`src/rtl/reafference_error_integrator_pkg.sv`:
```
// Shared types and helpers for the reafference error integrator:
// FSM state encoding, a generic signed clamp and a log2 width helper.
package reafference_pkg;

    typedef enum logic [1:0] {
        IDLE  = 2'd0,
        ACCUM = 2'd1,
        EMIT  = 2'd2
    } state_t;

    // Counter width for a power-of-two modulus; never narrower than 1 bit.
    function automatic int clog2_min1(input int n);
        return (n <= 2) ? 1 : $clog2(n);
    endfunction

    // Clamp a signed value (up to 64 bits) into the signed range of w bits.
    function automatic logic signed [63:0] sat(input logic signed [63:0] v,
                                               input int                 w);
        logic signed [63:0] hi;
        logic signed [63:0] lo;
        hi = (64'sd1 <<< (w - 1)) - 64'sd1;
        lo = -hi - 64'sd1;
        if (v > hi) return hi;
        if (v < lo) return lo;
        return v;
    endfunction

endpackage

```
`src/rtl/reafference_error_integrator_saturator.sv`:
```
// reafference_saturator: signed IN_W -> OUT_W clamp with a flag that is set
// whenever the input did not fit and had to be clamped.
module reafference_saturator
    import reafference_pkg::*;
#(
    parameter int IN_W  = 26,
    parameter int OUT_W = 24
)(
    input  logic signed [IN_W-1:0]  i_val,
    output logic signed [OUT_W-1:0] o_val,
    output logic                    o_clamped
);

    if (IN_W > 64 || OUT_W > 64 || IN_W < 1 || OUT_W < 2) begin : g_bad_width
        $error("reafference_saturator: widths must lie in 1..64 (OUT_W >= 2)");
    end

    logic signed [63:0] w_wide;
    logic signed [63:0] w_sat;

    // Widen, clamp to the output range and flag any change
    always_comb begin
        w_wide    = 64'(i_val);
        w_sat     = sat(w_wide, OUT_W);
        o_val     = w_sat[OUT_W-1:0];
        o_clamped = (w_sat != w_wide);
    end

endmodule

```
`src/rtl/reafference_error_integrator.sv`:
```
// reafference_error_integrator: leaky, saturating integral of the comparator
// error stream, emitting one correction word per WINDOW accepted samples over a
// valid/ready handshake. The input is never stalled; a window result that meets
// a stalled output is dropped and recorded in the sticky overrun flag.
// Optional feature: define REAFF_INTEG_DEADBAND_EN to zero samples whose
// magnitude is within DEADBAND before they enter the integrator.
module reafference_error_integrator
    import reafference_pkg::*;
#(
    parameter  int WIDTH      = 16,
    parameter  int ACC_WIDTH  = 24,
    parameter  int OUT_WIDTH  = 16,
    parameter  int WINDOW     = 8,
    parameter  int LEAK_SHIFT = 4,
    parameter  int OUT_SHIFT  = 4,
    parameter  int DEADBAND   = 2,
    localparam int CNT_W      = clog2_min1(WINDOW)
)(
    input  logic                        clk,
    input  logic                        rst_n,
    input  logic signed [WIDTH-1:0]     error_raw,
    input  logic                        error_valid,
    input  logic                        clear,
    output logic signed [OUT_WIDTH-1:0] corr_data,
    output logic                        corr_valid,
    input  logic                        corr_ready,
    output logic                        sat_flag,
    output logic                        overrun,
    output logic [CNT_W-1:0]            win_cnt
);

    localparam int SUM_W = ACC_WIDTH + 2;

    if (ACC_WIDTH <= WIDTH) begin : g_bad_acc
        $error("reafference_error_integrator: ACC_WIDTH must exceed WIDTH");
    end
    if (WINDOW < 2 || (WINDOW & (WINDOW - 1)) != 0) begin : g_bad_window
        $error("reafference_error_integrator: WINDOW must be a power of 2, >= 2");
    end
    if (LEAK_SHIFT < 1 || LEAK_SHIFT > ACC_WIDTH - 1) begin : g_bad_leak
        $error("reafference_error_integrator: LEAK_SHIFT out of range");
    end
    if (OUT_SHIFT < 0 || DEADBAND < 0) begin : g_bad_misc
        $error("reafference_error_integrator: OUT_SHIFT and DEADBAND must be >= 0");
    end

    state_t                      r_state;
    state_t                      w_state_next;
    logic signed [ACC_WIDTH-1:0] r_acc;
    logic [CNT_W-1:0]            r_win_cnt;
    logic signed [OUT_WIDTH-1:0] r_corr_data;
    logic                        r_sat_flag;
    logic                        r_overrun;

    logic signed [WIDTH-1:0]     w_err;
    logic signed [ACC_WIDTH-1:0] w_leak;
    logic signed [SUM_W-1:0]     w_sum;
    logic signed [ACC_WIDTH-1:0] w_acc_next;
    logic                        w_acc_clamped;
    logic signed [ACC_WIDTH-1:0] w_acc_shift;
    logic signed [OUT_WIDTH-1:0] w_corr_next;
    logic                        w_unused_out_clamped;
    logic                        w_sample;
    logic                        w_boundary;
    logic                        w_emit;
    logic                        w_load;
    logic                        w_drop;

    // Sample conditioning: optional deadband replaces small errors with zero
    always_comb begin
        w_err = error_raw;
`ifdef REAFF_INTEG_DEADBAND_EN
        if ((int'(error_raw) >= -DEADBAND) && (int'(error_raw) <= DEADBAND)) begin
            w_err = '0;
        end
`endif
    end

    // Leaky integration in two guard bits above the accumulator width
    always_comb begin
        w_leak      = r_acc >>> LEAK_SHIFT;
        w_sum       = SUM_W'(r_acc) - SUM_W'(w_leak) + SUM_W'(w_err);
        w_acc_shift = w_acc_next >>> OUT_SHIFT;
    end

    reafference_saturator #(
        .IN_W  (SUM_W),
        .OUT_W (ACC_WIDTH)
    ) u_sat_acc (
        .i_val     (w_sum),
        .o_val     (w_acc_next),
        .o_clamped (w_acc_clamped)
    );

    reafference_saturator #(
        .IN_W  (ACC_WIDTH),
        .OUT_W (OUT_WIDTH)
    ) u_sat_out (
        .i_val     (w_acc_shift),
        .o_val     (w_corr_next),
        .o_clamped (w_unused_out_clamped)
    );

    // Window boundary and output-slot decisions for this cycle
    always_comb begin
        w_sample   = error_valid && !clear;
        w_boundary = w_sample && (r_win_cnt == CNT_W'(WINDOW - 1));
        w_emit     = (r_state == EMIT);
        w_load     = w_boundary && (!w_emit || corr_ready);
        w_drop     = w_boundary && w_emit && !corr_ready;
    end

    // FSM state register; EMIT is exactly the "output word pending" condition
    always_ff @(posedge clk or negedge rst_n) begin
        if (!rst_n) begin
            r_state <= IDLE;
        end else begin
            r_state <= w_state_next;
        end
    end

    // FSM next-state: a transfer coinciding with a boundary keeps EMIT (refill)
    always_comb begin
        w_state_next = r_state;
        if (clear) begin
            w_state_next = IDLE;
        end else begin
            case (r_state)
                IDLE:    if (error_valid) w_state_next = ACCUM;
                ACCUM:   if (w_boundary)  w_state_next = EMIT;
                EMIT:    if (corr_ready && !w_boundary) w_state_next = ACCUM;
                default: w_state_next = IDLE;
            endcase
        end
    end

    // Integrator, window counter, output word and status flags
    always_ff @(posedge clk or negedge rst_n) begin
        if (!rst_n) begin
            r_acc       <= '0;
            r_win_cnt   <= '0;
            r_corr_data <= '0;
            r_sat_flag  <= 1'b0;
            r_overrun   <= 1'b0;
        end else if (clear) begin
            r_acc       <= '0;
            r_win_cnt   <= '0;
            r_corr_data <= '0;
            r_sat_flag  <= 1'b0;
            r_overrun   <= 1'b0;
        end else if (w_sample) begin
            r_acc      <= w_acc_next;
            r_sat_flag <= w_acc_clamped;
            r_win_cnt  <= r_win_cnt + CNT_W'(1);
            if (w_load) begin
                r_corr_data <= w_corr_next;
            end
            if (w_drop) begin
                r_overrun <= 1'b1;
            end
        end
    end

    assign corr_valid = (r_state == EMIT);
    assign corr_data  = r_corr_data;
    assign sat_flag   = r_sat_flag;
    assign overrun    = r_overrun;
    assign win_cnt    = r_win_cnt;

endmodule
```
`config.mk`:
```
export PLATFORM = sky130hd
export DESIGN_NAME = reafference_error_integrator
export DESIGN_NICKNAME = d
export VERILOG_FILES = /design/src/rtl/reafference_error_integrator_pkg.sv /design/src/rtl/reafference_error_integrator_saturator.sv /design/src/rtl/reafference_error_integrator.sv
export SDC_FILE = /design/constraint.sdc
export NUM_CORES = 1
export LEC_CHECK = 0
export BUFFER_PORTS_ARGS = -buffer_cell sky130_fd_sc_hd__buf_2
export CAP_MARGIN = 20
export CORE_MARGIN = 5
export CORE_UTILIZATION = 45
export CTS_CLUSTER_DIAMETER = 200
export CTS_CLUSTER_SIZE = 16
export DETAILED_ROUTE_END_ITERATION = 16
export PLACE_DENSITY_LB_ADDON = 0.1
export SETUP_SLACK_MARGIN = 0.02
export SLEW_MARGIN = 20
export SYNTH_ARGS = -nofsm -noshare
export SYNTH_HDL_FRONTEND = slang
export SYNTH_SLANG_ARGS = --single-unit
```
`constraint.sdc`:
```
create_clock -name clk -period 4.15 [get_ports clk]
set_input_delay 0.6225 -clock clk [delete_from_list [all_inputs] [get_ports clk]]
set_output_delay 0.6225 -clock clk [all_outputs]
set_load 0.01 [all_outputs]
```
==> run summary, run 1 <==
Max frequency: 250.0 MHz
GPL Wtd Cong: 0.9851
Final worst-path cycle share: 96.39%
Commonest non-fill, non-tap cell in the layout: buf_4
FF-to-FF path depth: 17
Finish-stage setup viols: 0
Clk sinks: 47
R2R setup slack: 0.15 ns
Die ar.: 0.01218 mm²
First-pass DRT Iterations: 4
Final core occ: 61.30%
Main synth FF type: dfrtp_1
Die Wd: 110.4 µm
Clock latency on the worst-skew pair: 0.31 ns
DRC violations left: 0
Global-route wire length before repair: 21.71 mm
Status: finished, final reports clean
Largest net degree at the start of global routing: 48
Synth Area per Inst: 8.751 µm²
CP max stage cell: fa_1
Routed len/inst: 17.28 µm
CTS Buf Count: 5
Core region area: 0.009819 mm²
R2R Path Start: r_acc[1]
Initial DRC count: 210
CP Launch Type: primary input
CP endpoint kind: flop
FF+latch count, synth: 47
Antenna Cells: 0
Post-synthesis cell type count: 64
Nets: 727
Total GRT Usage: 23.03%
Mapped Nets: 593
Most frequent cells in the layout: buf_4 (110), inv_1 (83), dfrtp_1 (47)
Max incr delay on CP: 0.49 ns
Total number of yosys warnings: 0
Number of global-route vias before repair: 4371
Class of the worst hold path: primary input to asynchronous set/reset pin
Post-Place Worst Slack: -0.2862 ns
Final setup skew: 0.01297 ns
Post-synthesis sequential area ratio: 25.95%
Worst-path clk slew: 0.09 ns
Post-synthesis instance total: 518
DR vias: 4334
WL final: 13.58 mm
Share of layout cells above drive strength 1: 34.30%
Clock root cell: clkbuf_8
Vias per std cell: 5.514
Port buffer count: 42
CTS Hold Bufs: 0
FP Rows: 36
Post-route cell area: 0.006020 mm²
Starting Density: 46.16%
Least-Margin Pin Slew: 0.9792 ns
WP data required: 4.35 ns
Crit path max fanout: 7
R2R Path End: corr_data[6]
Worst Path Arrival: 4.20 ns
Num ports: 43
Crit path kind: primary input to flop
Synth async-reset ratio: 100.0%
Cells along the critical path: buf_2, fa_1, buf_4, ha_4, a211oi_4, o211ai_1, nand3_1, nand2_1, o31a_1, xor2_2, and2_4, nand2b_4, ha_4, nor3_2, nand4b_1, a31oi_4, clkbuf_16, a221o_1
Min cycle time layout: 4.000 ns
Dpl hpwl: 10.75 mm
Post-synth EDFFs: 0
Antenna violations before repair: 0
Slew Limit Fails: 0
DRT antenna net count: 0
Clock Tree Buf Depth: 2
DP Area: 0.005617 mm²
Htree depth: 2
Hold WS: 0.3160 ns
Most common cell on crit path: ha_4
FILL cells: 915
Area growth syn-to-layout: 32.79%
DIE HEIGHT: 110.4 µm
CTS tree: yes
Synthesized cell area: 0.004533 mm²
Final Hold Fails: 0
Final worst setup slack: 0.1496 ns
Bufs and invs on worst path: 3
Crit-path leading delay family: compound AO/OA/AOI/OAI gates
Max_slew headroom: 34.48%
Maxcap violations: 0
Total congestion overflow: 0
[area by class of cell]
cell class	count	area, µm²	area share, %
repair buffers	156	1127	18.73
clock buffers	7	96.34	1.600
flip-flops and latches	47	1176	19.54
inverters	88	334.1	5.550
clock inverters	1	7.507	0.1247
multi-input cells	354	3112	51.69
well taps	133	166.4	2.765
[Yosys cell counts (all sizes together), types with 5 or more instances]
cell type   n  share of area (%)
inv        88                7.3
dfrtp      47                 26
nor2       36                3.0
a21oi      34                4.5
nand2      32                2.7
ha         31                8.6
o21ai      31                3.6
fa         23                 10
a211oi     19                3.5
clkbuf     19                1.6
o211a      15                3.3
xor2       14                2.7
a221o      11                2.4
buf        10                1.6
nand4      10                1.4
xnor2      10                1.9
nor3        7               0.77
a31oi       6                1.2
nand2b      6               0.83
a311oi      5               0.97
nand3       5               0.55
nor2b       5               0.69
[metrics by stage]
| stage | TNS, ns | instances |
|---|---|---|
| 6_report | 0 | 786 |
| 2_1_floorplan | -1.148 | 518 |
| 3_5_place_dp | -6.883 | 768 |
| 5_1_grt | -0.2011 | 786 |
| 3_3_place_gp | -5.737 | 768 |
| 4_1_cts | 0 | 777 |
[logic make-up after synthesis]
group | synth area share [%]
flip-flops | 25.95
adder cells (fa/ha/maj) | 18.71
buffers and inverters | 10.43
AO/OA/AOI/OAI | 26.61
XOR/XNOR | 4.637
AND/OR/NAND/NOR | 13.00
multiplexers | 0.6625
[what timing repair did]
action	4_1_cts	5_1_grt
setup buffers	1	8
gates resized for setup	13	29
setup endpoints to repair	16	39
pin swaps	5	25
endpoints found under the hold margin	0	0
gates cloned	0	1
[routing by layer]
| metal | up-vias | track usage [%] | share of wire [%] |
|---|---|---|---|
| met3 | 27 | 3.262 | 3.9 |
| li1 | 2076 | - | - |
| met4 | 0 | 7.564 | 3.1 |
| met5 | - | 0 | 0 |
| met2 | 106 | 40.60 | 51 |
| met1 | 2125 | 28.99 | 42 |
[how the worst max path moves through the flow]
stage | endpoint | slack (ns) | cells after the start | from
after floorplan | corr_data[10] | -0.12 | 18 | error_raw[1]
after global placement | corr_data[3] | -0.26 | 20 | error_raw[15]
after detailed placement | corr_data[10] | -0.29 | 20 | error_raw[15]
after CTS | corr_data[7] | 0.02 | 20 | r_acc[0]
after global routing | corr_data[7] | -0.03 | 19 | r_acc[14]
final | corr_data[6] | 0.15 | 18 | error_raw[1]
[sequential cells by signal, summed over array words and instances (netlist names)]
name	flops
r_acc	24
corr_data	16
win_cnt	3
r_state	2
overrun	1
sat_flag	1
Power of run 1 is left out: the tool's default activity adds up to more than one toggle a clock period on the data nets, which glitch-free logic cannot reach.
==> run 2, diff against run 1 <==
- BUFFER_PORTS_ARGS: -buffer_cell sky130_fd_sc_hd__buf_2 -> -buffer_cell sky130_fd_sc_hd__clkbuf_2
- PLACE_DENSITY: not set -> 0.66
- PLACE_DENSITY_LB_ADDON: 0.1 -> not set
==> run summary, run 2 (synthesized netlist as in run 1, its figures left out) <==
Status: finished, final reports clean (unchanged)
Max FFs per register: 24 (unchanged)
Final Hold Fails: 0 (unchanged)
Crit path max fanout: 8 (was 7)
DIE HEIGHT: 110.4 µm (unchanged)
Maxcap violations: 0 (unchanged)
Crit path kind: flop to flop (was primary input to flop)
Dpl hpwl: 10.40 mm (was 10.75 mm)
Top reg by flops: r_acc (unchanged)
Vias per std cell: 5.542 (was 5.514)
Num ports: 43 (unchanged)
Antenna violations before repair: 0 (unchanged)
First-pass DRT Iterations: 5 (was 4)
Routed len/inst: 17.07 µm (was 17.28 µm)
Clk sinks: 47 (unchanged)
Post-Layout Cell Count: 784 (was 786)
Starting Density: 46.16% (unchanged)
Number of global-route vias before repair: 4284 (was 4371)
CTS Hold Bufs: 0 (unchanged)
Max_slew headroom: 34.49% (was 34.48%)
FP Rows: 36 (unchanged)
Min cycle time layout: 4.009 ns (was 4.000 ns)
Least-Margin Pin Slew: 0.9790 ns (was 0.9792 ns)
Nets: 725 (was 727)
Area growth syn-to-layout: 32.65% (was 32.79%)
Largest net degree at the start of global routing: 48 (unchanged)
DR vias: 4345 (was 4334)
DRT antenna net count: 0 (unchanged)
Most frequent cells in the layout: buf_4 (108), inv_1 (85), dfrtp_1 (47) (was buf_4 (110), inv_1 (83), dfrtp_1 (47))
FILL cells: 893 (was 915)
Finish-stage setup viols: 0 (unchanged)
Port buffer count: 42 (unchanged)
Htree depth: 2 (unchanged)
Class of the worst hold path: primary input to asynchronous set/reset pin (unchanged)
Commonest non-fill, non-tap cell in the layout: buf_4 (unchanged)
CTS tree: yes (unchanged)
Worst Path Arrival: 4.20 ns (about the same)
Die Wd: 110.4 µm (unchanged)
Slew Limit Fails: 0 (unchanged)
GPL Wtd Cong: 0.9035 (was 0.9851)
CP endpoint kind: flop (unchanged)
Initial DRC count: 313 (was 210)
Global-route wire length before repair: 20.72 mm (was 21.71 mm)
Antenna Cells: 0 (unchanged)
DRC violations left: 0 (unchanged)
Die ar.: 0.01218 mm² (unchanged)
Dpl cells: 767 (was 768)
Max frequency: 249.4 MHz (was 250.0 MHz)
Total GRT Usage: 21.70% (was 23.03%)
Area of the multi-input gates: 0.003147 mm² (was 0.003112 mm²)
Final setup skew: 0.007699 ns (was 0.01297 ns)
Worst-path clk slew: 0.10 ns (was 0.09 ns)
Clock Tree Buf Depth: 2 (unchanged)
Share of layout cells above drive strength 1: 35.02% (was 34.30%)
Clock root cell: clkbuf_8 (unchanged)
Total congestion overflow: 0 (unchanged)
Clock latency on the worst-skew pair: 0.31 ns (about the same)
WP data required: 4.34 ns (was 4.35 ns)
CTS Buf Count: 5 (unchanged)
WL final: 13.38 mm (was 13.58 mm)
Sequential cell area: 0.001176 mm² (unchanged)
Final worst-path cycle share: 96.60% (was 96.39%)
CP Launch Type: flop (was primary input)
Core region area: 0.009819 mm² (unchanged)
run 2: critical path, cell delays in order (launching register included):
cell,delay [ns]
dfrtp_1,0.43
fa_1,0.57
inv_1,0.06
fa_2,0.35
nand2b_4,0.17
a211oi_4,0.24
a2bb2oi_2,0.19
a31o_4,0.18
a31oi_2,0.09
xnor2_1,0.22
and2_4,0.20
nand2b_4,0.06
ha_4,0.29
nor3_2,0.05
nand4b_1,0.15
a31oi_4,0.13
buf_12,0.17
a221o_1,0.33
run 2: timing repair:
action	in CTS	in global routing
gates resized for setup	6	44
setup buffers	0	8
pin swaps	3	24
cloned	0	1
endpoints found under the setup margin	16	29
endpoints found under the hold margin	0	0
run 2: through the flow:
step / TNS [ns] / util, % / instance area (µm²) / setup slack (ns) / hold slack (ns)
after global placement: -4.640 / 57.00 / 5597 / -0.2193 / 0.4882
after detailed placement: -8.684 / 57.00 / 5597 / -0.3476 / 0.4969
after global routing: -0.3689 / 61.24 / 6013 / -0.04431 / 0.4533
final: 0 / 61.24 / 6013 / 0.1412 / 0.3984
after floorplan: -1.148 / - / 4582 / -0.1199 / 0.3269
after CTS: 0 / 58.26 / 5720 / 0.05806 / 0.4190
run 2: path summary, 6_finish.rpt:
path	from	slack, ns	cells after the start	end
hold reg to reg	overrun	0.52	2	overrun
hold / removal	rst_n	0.40	2	overrun
setup reg to reg	r_acc[1]	0.14	17	corr_data[7]
min in group clk	overrun	0.52	2	overrun
max in group asynchronous	rst_n	3.36	2	r_acc[16]
setup / recovery	r_acc[1]	0.14	17	corr_data[7]
run 2: layer usage:
layer | global-route usage [%] | up-vias | wire length [µm]
li1 | - | 2071 | -
met1 | 27.81 | 2098 | 5718
met2 | 37.74 | 139 | 6646
met3 | 2.679 | 37 | 553
met4 | 7.564 | 0 | 461
met5 | 0 | - | 0
run 2: final cells by class:
cell class	instances	area share [%]
Multi-Input combinational cell	354	52.33
Sequential cell	47	19.56
Clock inverter	3	0.3953
Tap cell	133	2.767
Timing Repair Buffer	154	18.25
Inverter	88	5.556
Clock buffer	5	1.144
Power of run 2 is left out for the same reason.
